===== src/rtl/music_pkg.sv =====
// Shared musical constants: note divider table, rest code and player state encoding.
// No timing of its own; pure constants and combinational helper functions.
// No flow control.
package music_pkg;

  // Codes 12..15 are all rests; 12 is the canonical one.
  localparam logic [3:0] NOTE_REST = 4'd12;

  typedef enum logic [1:0] {
    ST_IDLE = 2'd0,
    ST_PLAY = 2'd1,
    ST_GAP  = 2'd2
  } state_t;

  // Half-period divider per note code (A .. G#). Rest codes never reach the
  // tone counters' output, so their table entry only has to be a legal value.
  function automatic logic [9:0] note_divider(input logic [3:0] code);
    case (code)
      4'd0:    note_divider = 10'd512;
      4'd1:    note_divider = 10'd483;
      4'd2:    note_divider = 10'd456;
      4'd3:    note_divider = 10'd431;
      4'd4:    note_divider = 10'd406;
      4'd5:    note_divider = 10'd384;
      4'd6:    note_divider = 10'd362;
      4'd7:    note_divider = 10'd342;
      4'd8:    note_divider = 10'd323;
      4'd9:    note_divider = 10'd304;
      4'd10:   note_divider = 10'd287;
      4'd11:   note_divider = 10'd271;
      default: note_divider = 10'd512;
    endcase
  endfunction

  // Octave prescale: each octave up halves the period (256 .. 2).
  function automatic logic [8:0] octave_prescale(input logic [2:0] octave);
    octave_prescale = 9'd256 >> octave;
  endfunction

endpackage


===== src/rtl/tone_gen.sv =====
// Square-wave generator: speaker toggles every divider*prescale cycles while enabled.
// Latency: first toggle divider*prescale cycles after enable rises; output gated off the same cycle enable falls.
// No flow control; code/octave must stay stable while enabled.
// Ports: clk, reset (sync, active-high), code/octave (note to play), enable (playing), speaker (audio out).
module tone_gen
  import music_pkg::*;
(
  input  logic       clk,
  input  logic       reset,
  input  logic [3:0] code,
  input  logic [2:0] octave,
  input  logic       enable,
  output logic       speaker
);

  logic [9:0] div_last;
  logic [8:0] pre_last;
  logic [9:0] div_cnt;
  logic [8:0] pre_cnt;
  logic       tone_q;
  logic       is_rest;

  assign div_last = note_divider(code) - 10'd1;
  assign pre_last = octave_prescale(octave) - 9'd1;
  assign is_rest  = (code >= NOTE_REST);

  // Counters and tone sit at zero whenever disabled, so every PLAY entry
  // starts from a clean phase with speaker low.
  always_ff @(posedge clk) begin
    if (reset || !enable) begin
      pre_cnt <= 9'd0;
      div_cnt <= 10'd0;
      tone_q  <= 1'b0;
    end else if (pre_cnt == pre_last) begin
      pre_cnt <= 9'd0;
      if (div_cnt == div_last) begin
        div_cnt <= 10'd0;
        tone_q  <= ~tone_q;
      end else begin
        div_cnt <= div_cnt + 10'd1;
      end
    end else begin
      pre_cnt <= pre_cnt + 9'd1;
    end
  end

  // Gating with enable forces silence on the first cycle after PLAY, before
  // the registered tone has had a chance to clear.
  assign speaker = tone_q & enable & ~is_rest;

endmodule


===== src/rtl/tune_player.sv =====
// Note player: accepts one note, plays it for note_len ticks, then a fixed silent gap.
// Latency: PLAY starts the cycle after acceptance; done pulses on the first IDLE cycle after the note.
// Backpressure: note_ready is high only in IDLE; note_valid at any other time is ignored, not held.
// Ports: clk, reset (sync, active-high), note_valid/note_ready handshake with note_code/note_octave/note_len,
//        speaker (square wave), busy (not IDLE), done (one-cycle completion pulse).
module tune_player
  import music_pkg::*;
#(
  parameter int CLK_HZ      = 50_000_000,
  parameter int TICK_CYCLES = 50_000,
  parameter int GAP_TICKS   = 10
) (
  input  logic       clk,
  input  logic       reset,
  input  logic       note_valid,
  output logic       note_ready,
  input  logic [3:0] note_code,
  input  logic [2:0] note_octave,
  input  logic [7:0] note_len,
  output logic       speaker,
  output logic       busy,
  output logic       done
);

  if (CLK_HZ < 1 || TICK_CYCLES < 1 || GAP_TICKS < 0 || GAP_TICKS > 255) begin : g_bad_params
    $error("tune_player: parameter out of range");
  end

  // Duration is split into a cycle-within-tick counter and a ticks-remaining
  // counter, which covers 255*TICK_CYCLES without a wide multiplier.
  localparam int              TICK_W    = (TICK_CYCLES > 1) ? $clog2(TICK_CYCLES) : 1;
  localparam logic [TICK_W-1:0] TICK_LAST = TICK_W'(TICK_CYCLES - 1);
  localparam logic [7:0]      GAP_LEN   = 8'(GAP_TICKS);

  state_t            state, state_d;
  logic [3:0]        code_q;
  logic [2:0]        oct_q;
  logic [TICK_W-1:0] tick_cnt;
  logic [7:0]        ticks_left;
  logic              done_q, done_d;
  logic              load_play, load_gap;
  logic              tick_end, last_tick;

  assign tick_end  = (tick_cnt == TICK_LAST);
  assign last_tick = tick_end && (ticks_left == 8'd1);

  always_comb begin
    state_d   = state;
    done_d    = 1'b0;
    load_play = 1'b0;
    load_gap  = 1'b0;
    case (state)
      ST_IDLE: begin
        if (note_valid) begin
          if (note_len != 8'd0) begin
            state_d   = ST_PLAY;
            load_play = 1'b1;
          end else if (GAP_LEN != 8'd0) begin
            state_d  = ST_GAP;
            load_gap = 1'b1;
          end else begin
            // Nothing to play and no gap: the note completes immediately.
            done_d = 1'b1;
          end
        end
      end
      ST_PLAY: begin
        if (last_tick) begin
          if (GAP_LEN != 8'd0) begin
            state_d  = ST_GAP;
            load_gap = 1'b1;
          end else begin
            state_d = ST_IDLE;
            done_d  = 1'b1;
          end
        end
      end
      ST_GAP: begin
        if (last_tick) begin
          state_d = ST_IDLE;
          done_d  = 1'b1;
        end
      end
      default: state_d = ST_IDLE;
    endcase
  end

  always_ff @(posedge clk) begin
    if (reset) begin
      state      <= ST_IDLE;
      done_q     <= 1'b0;
      code_q     <= 4'd0;
      oct_q      <= 3'd0;
      tick_cnt   <= '0;
      ticks_left <= 8'd0;
    end else begin
      state  <= state_d;
      done_q <= done_d;
      if (state == ST_IDLE && note_valid) begin
        code_q <= note_code;
        oct_q  <= note_octave;
      end
      if (load_play) begin
        tick_cnt   <= '0;
        ticks_left <= note_len;
      end else if (load_gap) begin
        tick_cnt   <= '0;
        ticks_left <= GAP_LEN;
      end else if (state != ST_IDLE) begin
        tick_cnt <= tick_end ? '0 : tick_cnt + TICK_W'(1);
        if (tick_end) begin
          ticks_left <= ticks_left - 8'd1;
        end
      end
    end
  end

  assign note_ready = (state == ST_IDLE);
  assign busy       = (state != ST_IDLE);
  assign done       = done_q;

  tone_gen u_tone (
    .clk     (clk),
    .reset   (reset),
    .code    (code_q),
    .octave  (oct_q),
    .enable  (state == ST_PLAY),
    .speaker (speaker)
  );

endmodule


===== config.mk =====
export PLATFORM = sky130hd
export DESIGN_NAME = tune_player
export DESIGN_NICKNAME = d
export VERILOG_FILES = /design/src/rtl/music_pkg.sv /design/src/rtl/tone_gen.sv /design/src/rtl/tune_player.sv
export SDC_FILE = /design/constraint.sdc
export NUM_CORES = 1
export LEC_CHECK = 0
export ABC_AREA = 1
export CAP_MARGIN = 20
export CORE_MARGIN = 2
export CORE_UTILIZATION = 60
export CTS_BUF_LIST = sky130_fd_sc_hd__clkbuf_16
export CTS_CLUSTER_SIZE = 25
export DETAILED_ROUTE_END_ITERATION = 8
export GPL_TIMING_DRIVEN = 0
export PLACE_DENSITY = 0.86
export SETUP_SLACK_MARGIN = 0.2
export SYNTH_ARGS = -nofsm -noshare
export SYNTH_HDL_FRONTEND = slang
export SYNTH_HIERARCHICAL = 1
export SYNTH_SLANG_ARGS = --single-unit

===== constraint.sdc =====
create_clock -name clk -period 2.6 [get_ports clk]
set_input_delay 0.52 -clock clk [delete_from_list [all_inputs] [get_ports clk]]
set_output_delay 0.52 -clock clk [all_outputs]
set_load 0.02 [all_outputs]

==> flow_summary.json <==
{
  "status": "completed",
  "cp.required_ns": 2.79,
  "maxSlewHeadroom": 0.550,
  "critPathKind": "reg -> reg",
  "tns_ns": 0,
  "die-width_um": 83.6,
  "synth_fp_nets": 617,
  "cp_cell_sequence": "inv_6, ha_4, nor2_2, nand2_2, nand2_4, nor2_4, ha_4, nand3_4, nor2_4, nand2_2, nand2_1, nand2_1, nor2_2, nand2_2, nor2_4, nand3_4, nand2_4, nor2_1",
  "drive_above_1_share": 0.140,
  "hpwl_um": 6380,
  "r2r_cells": 18,
  "grt_pass1_wl_um": 14100,
  "hp-class": "reg -> reg",
  "yosysUniqueCellTypes": 37,
  "rsz0062_at_grt": "true",
  "r2r_start": "code_q[1]",
  "numClockSinks": 54,
  "first_global_vias": 3412,
  "num-fill-cells": 527,
  "gp_congestion": 0.890,
  "ant_nets": 0,
  "dieArea_um2": 6990,
  "drc": 0,
  "worst-path-max-fanout": 7,
  "start_util": 0.609,
  "finalClockSkew_ns": 0.00494,
  "start_kind": "register",
  "power_frac_clock": 0.343,
  "leakage_nw": 1.91,
  "synth-seq-cells": 54,
  "synth_cells": 587,
  "drt_first_iter_violations": 207,
  "max_stage_delay_ns": 0.38,
  "viasPerCell": 5.39,
  "r2r_slack_ns": 0.20,
  "rows": 29,
  "finalSetupViolCount": 0,
  "ctsLongestPathBuffers": 2,
  "holdWs_ns": 0.480,
  "grt_max_degree": 19,
  "seq_area_frac_synth": 0.284,
  "crit_path_top_delay_cell": "dfxtp_4",
  "peakVddDrop_mv": 0.354,
  "antenna_cells": 0,
  "wirelength_um": 8670,
  "die_h_um": 83.6,
  "io_buffers": 21,
  "r2r_end": "u_tone/div_cnt[4]",
  "intPower_w": 0.00156,
  "cellPowerDensity_nw_per_um2": 513,
  "period_share": 0.921,
  "min_from": "state[0]",
  "critPathArrivalTime_ns": 2.58,
  "syn_area_um2": 3800,
  "wl_per_cell_um": 12.4,
  "antenna_found_initial": 0,
  "whs_endpoint": "done",
  "switching_share": 0.315,
  "cts_buffers": 5,
  "worst_slew_pin_slew_ns": 0.673,
  "io_pins": 22,
  "comb_power_share": 0.268,
  "drv_cap": 0,
  "fmax_ghz": 0.417,
  "finalHoldViolCount": 0,
  "htree_levels": 2,
  "hold_buffers": 0,
  "final_common_cell": "nand2_1",
  "yosysWarningCount": 6,
  "cts_tree": "done",
  "area_growth_pct": 16.7,
  "cp-end-kind": "register",
  "period_needed_ns": 2.40,
  "cts-root-buf": "clkbuf_16",
  "fp.coreArea_um2": 6240,
  "regArea_um2": 1090,
  "pwr-share-seq": 0.389,
  "num_vias": 3763,
  "slew_violations": 0,
  "multiInputGateArea_um2": 2470,
  "clkTransAtPathRegs_ns": 0.07,
  "grt_usage": 0.236,
  "insertion_delay_ns": 0.29,
  "first_pass_iters": 5,
  "fin_nets": 650,
  "mostFrequentLayoutCells": "nand2_1, nor2_1, inv_1, dfxtp_1, nand3_1",
  "avgSynthCellArea_um2": 6.48,
  "gr-total-overflow": 0,
  "min_path_cells": 1,
  "p_sw_w": 0.000717
}
==> power by group through the flow <==
| stage | logic [W] | registers [W] | clock network (W) |
|---|---|---|---|
| after CTS | 0.000536 | 0.000883 | 0.000793 |
| after detailed placement | 0.000532 | 0.000902 | 0 |
| after global placement | 0.000515 | 0.000900 | 0 |
| final | 0.000611 | 0.000885 | 0.000781 |
| after global routing | 0.000672 | 0.000889 | 0.000825 |
| after floorplan | 0.000421 | 0.000894 | 0 |
==> cells by family after synthesis <==
logic type                 Yosys count  synth area share
and+or+nand+nor                    380             0.480
buffers and inverters               84            0.0941
DFF                                 54             0.284
adders and majority gates           12            0.0395
AOI/OAI and AO/OA                   32            0.0444
xor gates and xnor gates            25            0.0576
==> registers in the layout (all words and copies together), names as in the netlist <==
name,count
tick_cnt,16
u_tone/div_cnt,10
u_tone/pre_cnt,9
ticks_left,8
code_q,4
oct_q,3
state,2
done,1
u_tone/tone_q,1
==> cell type report <==
class / count / share of cell area
clock buffer: 5 / 0.0282
multi-input combinational: 449 / 0.557
inverter: 75 / 0.0668
timing repair buffer: 26 / 0.0555
clock inverter: 3 / 0.0110
buffer: 9 / 0.0149
tap: 77 / 0.0217
sequential: 54 / 0.245
==> stage by stage <==
stage          utilization  cells  cell area, um^2  total power [W]  worst slack, ns
3_3_place_gp         0.659    685             4110          0.00142           0.0963
4_1_cts              0.688    693             4300          0.00221            0.190
5_1_grt              0.711    698             4440          0.00239           0.0949
6_report             0.711    698             4440          0.00228            0.204
3_5_place_dp         0.659    685             4110          0.00143           0.0126
2_1_floorplan            -    587             3800          0.00132            0.335
==> routing by layer <==
layer,GRT usage,part of all wire
met1,0.279,0.44
met2,0.440,0.51
met3,0.0237,0.030
met4,0.0850,0.022
met5,0,0
==> critical path: cells and delay by family (launching register included) <==
family        cells  cell delay (ns)
buf+inv           1             0.09
flops             1             0.38
fa+ha+maj         2             0.31
simple gates     15             1.51
==> cells in the mapped netlist <==
cell | count | area, um^2
nand2_1 | 151 | 567
nor2_1 | 97 | 364
inv_1 | 67 | 251
dfxtp_1 | 54 | 1080
nand3_1 | 50 | 250
nand4_1 | 24 | 150
xor2_1 | 21 | 184
o21ai_0 | 17 | 85.1
ha_1 | 12 | 150
a21oi_1 | 10 | 50.1
nor2_2 | 10 | 62.6
nand2_2 | 9 | 56.3
nor2_4 | 9 | 101
nand3_2 | 6 | 60.1
nand3b_1 | 6 | 45.0
nor3_1 | 6 | 30.0
inv_2 | 5 | 18.8
xnor2_1 | 4 | 35.0
buf_6 | 3 | 33.8
nand3_4 | 3 | 52.6
buf_2 | 2 | 10.0
buf_4 | 2 | 15.0
clkbuf_1 | 2 | 7.51
inv_6 | 2 | 17.5
o21a_1 | 2 | 15.0
or2_2 | 2 | 12.5
a211oi_1 | 1 | 7.51
clkinv_1 | 1 | 3.75
nand2_4 | 1 | 11.3
nand4_2 | 1 | 12.5
nand4_4 | 1 | 21.3
nor3_2 | 1 | 10.0
nor3b_1 | 1 | 7.51
nor4_1 | 1 | 6.26
o21ai_1 | 1 | 5.00
o22ai_1 | 1 | 6.26
or2_0 | 1 | 6.26
==> timing repair <==
action	4_1_cts	5_1_grt
pin swaps	1	9
endpoints found under the setup margin	12	11
setup buffers	0	5
resized for setup	6	23
==> how the worst max path moves through the flow <==
stage / startpoint / end
after floorplan: code_q[1] / u_tone/div_cnt[9]
after global placement: code_q[1] / u_tone/div_cnt[9]
after detailed placement: code_q[1] / u_tone/div_cnt[9]
after CTS: code_q[1] / u_tone/div_cnt[9]
after global routing: code_q[1] / u_tone/div_cnt[7]
final: code_q[1] / u_tone/div_cnt[4]
(Power assumes the default switching activity.)
